[src/rtl/signed_mult_controller.sv]
// Sequencing controller for a shift-add unsigned multiplier datapath: takes signed operands,
// feeds magnitudes to the datapath, and sign-corrects the unsigned product on the way out.
module signed_mult_controller #(
   parameter int WIDTH   = 8,
   parameter int PWIDTH  = 14,
   parameter int RWIDTH  = 16,
   parameter int MAX_RUN = 8
) (
   input  logic              clk,
   input  logic              rst_n,
   input  logic              start,
   input  logic [WIDTH-1:0]  multiplier,
   input  logic [WIDTH-1:0]  multiplicand,
   output logic              busy,
   output logic              done,
   output logic              err,
   output logic [RWIDTH-1:0] result,
   output logic [WIDTH-1:0]  dp_multiplier,
   output logic [WIDTH-1:0]  dp_multiplicand,
   output logic              dp_load,
   output logic              dp_shift_en,
   output logic              dp_reg_en,
   output logic              dp_psel,
   input  logic              dp_zflag,
   input  logic              dp_lsb,
   input  logic [PWIDTH-1:0] dp_product
);

   localparam int CW = (MAX_RUN > 1) ? $clog2(MAX_RUN) : 1;
   localparam logic [CW-1:0] CNT_LAST = CW'(MAX_RUN - 1);
   localparam logic [WIDTH-1:0] MIN_VAL = {1'b1, {(WIDTH-1){1'b0}}};

   localparam logic [2:0] S_IDLE = 3'd0;
   localparam logic [2:0] S_LOAD = 3'd1;
   localparam logic [2:0] S_RUN  = 3'd2;
   localparam logic [2:0] S_SIGN = 3'd3;
   localparam logic [2:0] S_DONE = 3'd4;

   logic [2:0]        state_q, state_d;
   logic [CW-1:0]     cnt_q, cnt_d;
   logic              neg_q, neg_d;
   logic              err_q, err_d;
   logic [RWIDTH-1:0] result_q, result_d;
   logic [WIDTH-1:0]  mplier_q, mplier_d;
   logic [WIDTH-1:0]  mcand_q, mcand_d;

   logic [WIDTH-1:0]  a_mag, b_mag;
   logic              a_min, b_min;
   logic [RWIDTH-1:0] prod_ext, prod_signed;

   // dp_lsb is a monitor tap only; the sequencing relies solely on dp_zflag.
   logic unused_dp_lsb;
   assign unused_dp_lsb = dp_lsb;

   assign a_min = (multiplier == MIN_VAL);
   assign b_min = (multiplicand == MIN_VAL);
   assign a_mag = multiplier[WIDTH-1]   ? (~multiplier + WIDTH'(1))   : multiplier;
   assign b_mag = multiplicand[WIDTH-1] ? (~multiplicand + WIDTH'(1)) : multiplicand;

   // Zero is never negated so a negative-sign zero product still reads as 0.
   assign prod_ext    = RWIDTH'(dp_product);
   assign prod_signed = (neg_q && (dp_product != '0)) ? (~prod_ext + RWIDTH'(1)) : prod_ext;

   always_comb begin
      state_d  = state_q;
      cnt_d    = cnt_q;
      neg_d    = neg_q;
      err_d    = err_q;
      result_d = result_q;
      mplier_d = mplier_q;
      mcand_d  = mcand_q;
      case (state_q)
         S_IDLE: begin
            if (start) begin
               neg_d    = multiplier[WIDTH-1] ^ multiplicand[WIDTH-1];
               result_d = '0;
               if (a_min || b_min) begin
                  err_d   = 1'b1;
                  state_d = S_DONE;
               end else begin
                  err_d    = 1'b0;
                  mplier_d = a_mag;
                  mcand_d  = b_mag;
                  state_d  = S_LOAD;
               end
            end
         end
         S_LOAD: begin
            cnt_d   = '0;
            state_d = S_RUN;
         end
         S_RUN: begin
            cnt_d = cnt_q + CW'(1);
            if (dp_zflag) begin
               state_d = S_SIGN;
            end else if (cnt_q == CNT_LAST) begin
               err_d   = 1'b1;
               state_d = S_DONE;
            end
         end
         S_SIGN: begin
            result_d = prod_signed;
            state_d  = S_DONE;
         end
         S_DONE:  state_d = S_IDLE;
         default: state_d = S_IDLE;
      endcase
   end

   always_ff @(posedge clk) begin
      if (!rst_n) begin
         state_q  <= S_IDLE;
         cnt_q    <= '0;
         neg_q    <= 1'b0;
         err_q    <= 1'b0;
         result_q <= '0;
         mplier_q <= '0;
         mcand_q  <= '0;
      end else begin
         state_q  <= state_d;
         cnt_q    <= cnt_d;
         neg_q    <= neg_d;
         err_q    <= err_d;
         result_q <= result_d;
         mplier_q <= mplier_d;
         mcand_q  <= mcand_d;
      end
   end

   assign busy            = (state_q != S_IDLE);
   assign done            = (state_q == S_DONE);
   assign err             = err_q;
   assign result          = result_q;
   assign dp_multiplier   = mplier_q;
   assign dp_multiplicand = mcand_q;
   assign dp_load         = (state_q == S_LOAD);
   assign dp_shift_en     = (state_q == S_RUN);
   assign dp_reg_en       = (state_q == S_RUN);
   assign dp_psel         = (state_q == S_RUN);

endmodule

[config.mk]
export PLATFORM = sky130hd
export DESIGN_NAME = signed_mult_controller
export DESIGN_NICKNAME = d
export VERILOG_FILES = /design/src/rtl/signed_mult_controller.sv
export SDC_FILE = /design/constraint.sdc
export NUM_CORES = 1
export LEC_CHECK = 0
export BUFFER_PORTS_ARGS = -buffer_cell sky130_fd_sc_hd__buf_4
export CELL_PAD_IN_SITES_DETAIL_PLACEMENT = 0
export CELL_PAD_IN_SITES_GLOBAL_PLACEMENT = 1
export CORE_MARGIN = 10
export CORE_UTILIZATION = 34
export CTS_BUF_LIST = sky130_fd_sc_hd__clkbuf_4 sky130_fd_sc_hd__clkbuf_8
export CTS_CLUSTER_SIZE = 10
export DETAILED_ROUTE_END_ITERATION = 8
export PLACE_DENSITY = 0.85
export SLEW_MARGIN = 30
export SYNTH_ARGS = -nofsm -noshare
export SYNTH_HDL_FRONTEND = slang
export SYNTH_SLANG_ARGS = --single-unit
[constraint.sdc]
create_clock -name clk -period 2.1 [get_ports clk]
set_input_delay 0.315 -clock clk [delete_from_list [all_inputs] [get_ports clk]]
set_output_delay 0.315 -clock clk [all_outputs]
set_load 0.02 [all_outputs]
; After elaboration in Yosys (flattened, before gate mapping)
; Index checks and enable logic that the tools add are counted.
[classes]
bitwise_logic = 5
eq_ne = 11
add_sub_neg = 4
muxes = 16
reduce_logical = 13
[ops]
columns = operator, count
row1 = $mux W16, 2
row2 = $pmux W16 S2, 1
row3 = $add A16 B1 Y16 const B, 1
row4 = $add A8 B1 Y8 const B, 2
row5 = $eq A8 B8 Y1 const B, 2
row6 = $mux W8, 2
row7 = $not A14 Y16, 1
row8 = $not A8 Y8, 2
row9 = $reduce_bool A14 Y1, 1
row10 = $mux W3, 4
row11 = $pmux W3 S4, 1
row12 = $eq A3 B2 Y1 const B, 2
row13 = $eq A3 B3 Y1 const B, 2
row14 = $pmux W3 S2, 1
row15 = $reduce_and A2 Y1, 3
row16 = $reduce_bool A2 Y1, 3
row17 = $mux W1, 4
row18 = $ne A2 B2 Y1 const B, 2
row19 = $reduce_and A4 Y1, 1
row20 = $add A3 B1 Y3 const B, 1
row21 = $eq A3 B1 Y1 const B, 1
row22 = $logic_not A3 Y1, 1
row23 = $ne A3 B1 Y1 const B, 1
row24 = $reduce_and A3 Y1, 1
row25 = other kinds (7), 7
[totals]
output_inout_bits = 39
wordCells = 56
reg_bits = 40

; Logic depth before layout (Yosys ltp)
[depth]
word_depth = 5
depth_mapped = 9
mapped_depth_nobuf = 7

; Least setup slack after synthesis
; OpenSTA, ideal clock, no wires.
[synth_path]
path_type = input to register
from = in multiplicand[1]
to = reg mplier_q[1], in the netlist dp_multiplier[1]
path_buffers = 3
cell_stages = 9
setup_time_ns = 0.116
t_arrival_ns = 1.899
required_time_ns = 1.984
path_slack_ns = 0.085
path_cell_list = inv_1 > ha_1 > or4b_1 > o22a_1 > and2_1 > buf_2 > buf_6 > buf_6 > o211a_1
[synth_via]
elab_chain_len = 4
[synth_rtl]
columns = item, line_no
row1 = "start, declared", 13  ; input logic [WIDTH-1:0] multiplicand,
row2 = $eq A8 B8 Y1, 56  ; assign b_min = (multiplicand == MIN_VAL);
row3 = $logic_or A1 B1 Y1, 77  ; if (a_min || b_min) begin
row4 = $not A1 Y1 (no source line), -
row5 = $reduce_and A3 Y1 (no source line), -
row6 = "end signal, assigned", 125  ; mplier_q <= mplier_d;
row7 = "end, declared", 44  ; logic [WIDTH-1:0] mplier_q, mplier_d;
; No other way between the ends.
; A chain may end at the register's enable or synchronous reset.

; Worst setup path after layout
[layout_path]
from = reg state_q[1]
to = out dp_psel
[layout_via]
elab_chain_len = 1
[layout_rtl]
columns = item, line_no
row1 = "start, declared", 39  ; logic [2:0] state_q, state_d;
row2 = "start signal, assigned", 120  ; state_q <= state_d;
row3 = $eq A3 B2 Y1, 139  ; assign dp_psel = (state_q == S_RUN);
row4 = "end, declared", 23  ; output logic dp_psel,
; No other way between the ends.

==> impl_metrics.ini <==
[run_status]
status = finished clean

[final_layout]
syn_to_final_growth_pct = 34.7
num_antenna_cells = 0
fillers = 610
final_common_cell = buf_4
nets = 367
stdcell_area_um2 = 2900
layout_common_cells = buf_4, dfxtp_1, nand2_1, o21ai_0, xor2_1
instances_no_fill = 403
drive_above_1_share_pct = 31.1

[yosys]
synthMuxAreaShare_pct = 1.39
synthSimpleGateAreaFrac_pct = 23.5
synth_edf_count = 0
syn-num-nets = 292
synth_fa_ha_area_share_pct = 2.90
ys_ff_latch = 40
synth_seq_area_share_pct = 37.2
synth_flop_cell = dfxtp_1
syn_avg_cell_area_um2 = 8.55
synth_compound_area_share_pct = 20.2
yosysWarnings = 0
synth_cell_type_count = 48
synthTopCellsByArea = dfxtp_1, xor2_1, nand2_1
syn_inst = 252
synth_top_family_by_area = simple AND/OR/NAND/NOR gates
yosysTopAreaCell = dfxtp_1
ys_async_sr_fraction_pct = 0
synth_xor_area_share_pct = 8.54
synth_area_um2 = 2150
synth_top_area_share_pct = 37.2

[routing]
routed_wl_um = 5760
routed-wl-met3_um = 389
drt-met1-wl_um = 2610
remaining_drc_errors = 0
via_per_inst = 5.01
dr.pass1.iters = 4
drtIter0Drc = 64
wl_per_cell_um = 14.3
dr.max_layer_used = met4
route.vias.total = 2018
wl_met2_um = 2730
ant_nets = 0

[floorplan]
floorplan.initialDensity_pct = 35.8
die_x_um = 99.6
num_io_pins = 74
die_h_um = 99.6
core_area_um2 = 6030
dieArea_um2 = 9920
num_rows = 28

[cts]
clkTransAtPathRegs_ns = 0.07
ctsHoldBuffers = 0
cts_tree = yes
cts-root-buf = clkbuf_8
post_cts_resize_count = 0
clock_latency_ns = 0.29
cts_max_path_buffers = 2
cts.sinks = 40
post_cts_buffers = 0
htree_num_levels = 2
numCtsBuffers = 5

[grt]
grt_max_degree = 30
grt_antenna_before_repair = 0
grt_remaining_overflow = 0
grt_pass1_vias = 1919
grt.total_usage_pct = 11.2
grt_pass1_wl_um = 9360

[sta]
grt_setup_unrepaired = no
relSlewSlack_pct = 64.5
setup-tns-final_ns = 0
fin_crit_sh_pct = 92.8
worst_pin_slew_ns = 0.532
whs_ns = 0.296
clock_skew_ns = 0.00762
hold_viol = 0
period_minus_slack_ns = 1.95
final_max_slew_viol_count = 0
fmax_mhz = 513
setup-violations-final = 0

[run]
cap_violations = 0

[min_path]
hold_depth = 2
hp-class = in -> reg

[power]
pwr-share-clk_pct = 29.7
pwr-share-seq_pct = 44.5
total_power_mw = 1.89
p_int_mw = 1.33
cellPowerDensity_nw_per_um2 = 652
sw_frac_of_total_pct = 29.7
switchingPower_mw = 0.561
ir_worst_vdd_mv = 0.306
leakagePower_nw = 1.34
p_comb_share_pct = 25.8

[place]
place_inst = 395
io_buffers = 72
placed_cell_area_um2 = 2810
gp_congestion = 0.780
hpwlAfterDp_um = 4450

[setup_path]
crit_chain = or3b_2 > inv_1 > buf_4
slowest_delay_ns = 0.54
critPathKind = reg -> out
cp_num_cells = 3
path_delay_family = simple AND/OR/NAND/NOR gates
cp-end-kind = primary output
crit_buf_inv = 2
cp-start-kind = flop
crit_fanout = 7
r2r_cells = 5
crit_required_ns = 1.78
cp_slowest_cell = or3b_2
r2r_slack_ns = 0.51
worst_ep_arrival_time_ns = 1.63
[final cells by class]
type	instances	area (um^2)	share of cell area, %
multi-input cells	185	1220	42.0
clock buffers	8	97.6	3.36
repair buffers	86	658	22.7
flip-flops and latches	40	801	27.6
well taps	75	93.8	3.23
inverters	9	33.8	1.16
[sequential cells by signal, summed over array words and instances, names as in the netlist]
| register | flops |
|---|---|
| state_q | 3 |
| neg_q | 1 |
| result | 16 |
| err | 1 |
| dp_multiplier | 8 |
| dp_multiplicand | 8 |
| cnt_q | 3 |
[stage by stage]
step	worst slack, ns	util [%]
global route	0.0536	48.2
floorplan	0.0847	-
finish	0.151	48.2
detailed placement	-0.0525	46.6
CTS	0.134	48.2
global placement	-0.0108	46.6
[final timing paths]
| kind | start | to |
|---|---|---|
| worst max register to register | state_q[1]$_SDFFE_PN0P_ | cnt_q[2]$_SDFFE_PN0P_ |
| worst max-delay path | state_q[1]$_SDFFE_PN0P_ | dp_psel |
| worst min-delay path | dp_zflag | state_q[2]$_SDFFE_PN0P_ |
| worst min register to register | result[9]$_SDFFE_PN0P_ | result[9]$_SDFFE_PN0P_ |
[cells in the mapped netlist, drive strengths merged (3+ instances only)]
| cell type | number |
|---|---|
| xor2 | 15 |
| ha | 5 |
| buf | 8 |
| nand3 | 5 |
| or3 | 4 |
| nor3b | 3 |
| o211a | 9 |
| nor2b | 7 |
| dfxtp | 40 |
| or4b | 3 |
| or4 | 3 |
| xnor2 | 6 |
| inv | 9 |
| o21ai | 21 |
| nor3 | 5 |
| nand2 | 33 |
| mux2i | 3 |
| o211ai | 3 |
| a21boi | 6 |
| o31ai | 3 |
| clkbuf | 10 |
| a21oi | 8 |
| nand2b | 7 |
| or3b | 3 |
| nor2 | 9 |
[power groups by stage]
stage / registers, mW / logic (mW) / clock network, mW
CTS: 0.843 / 0.497 / 0.588
floorplan: 0.897 / 0.249 / 0
finish: 0.843 / 0.488 / 0.562
detailed placement: 0.860 / 0.494 / 0
global route: 0.851 / 0.540 / 0.624
global placement: 0.858 / 0.489 / 0
[metal layers]
layer	global-route usage (%)	vias to the layer above
li1	-	1031
met1	13.4	936
met2	18.3	47
met3	4.43	4
met4	2.98	0
met5	0	-
[worst reg2reg max path: stages, from the launching register on]
cell and delay [ns]:
dfxtp_1 0.41, or3b_2 0.54, inv_1 0.22, nor2_1 0.11
a22oi_1 0.16, nor2b_1 0.06
[kinds of logic after synthesis]
kind of cell | after synthesis
AOI/OAI and AO/OA | 63
xor gates and xnor gates | 21
adders and majority gates | 5
buffers and inverters | 27
DFF | 40
muxes | 3
and+or+nand+nor | 93
Note: power is estimated with default switching activity, not from simulation.
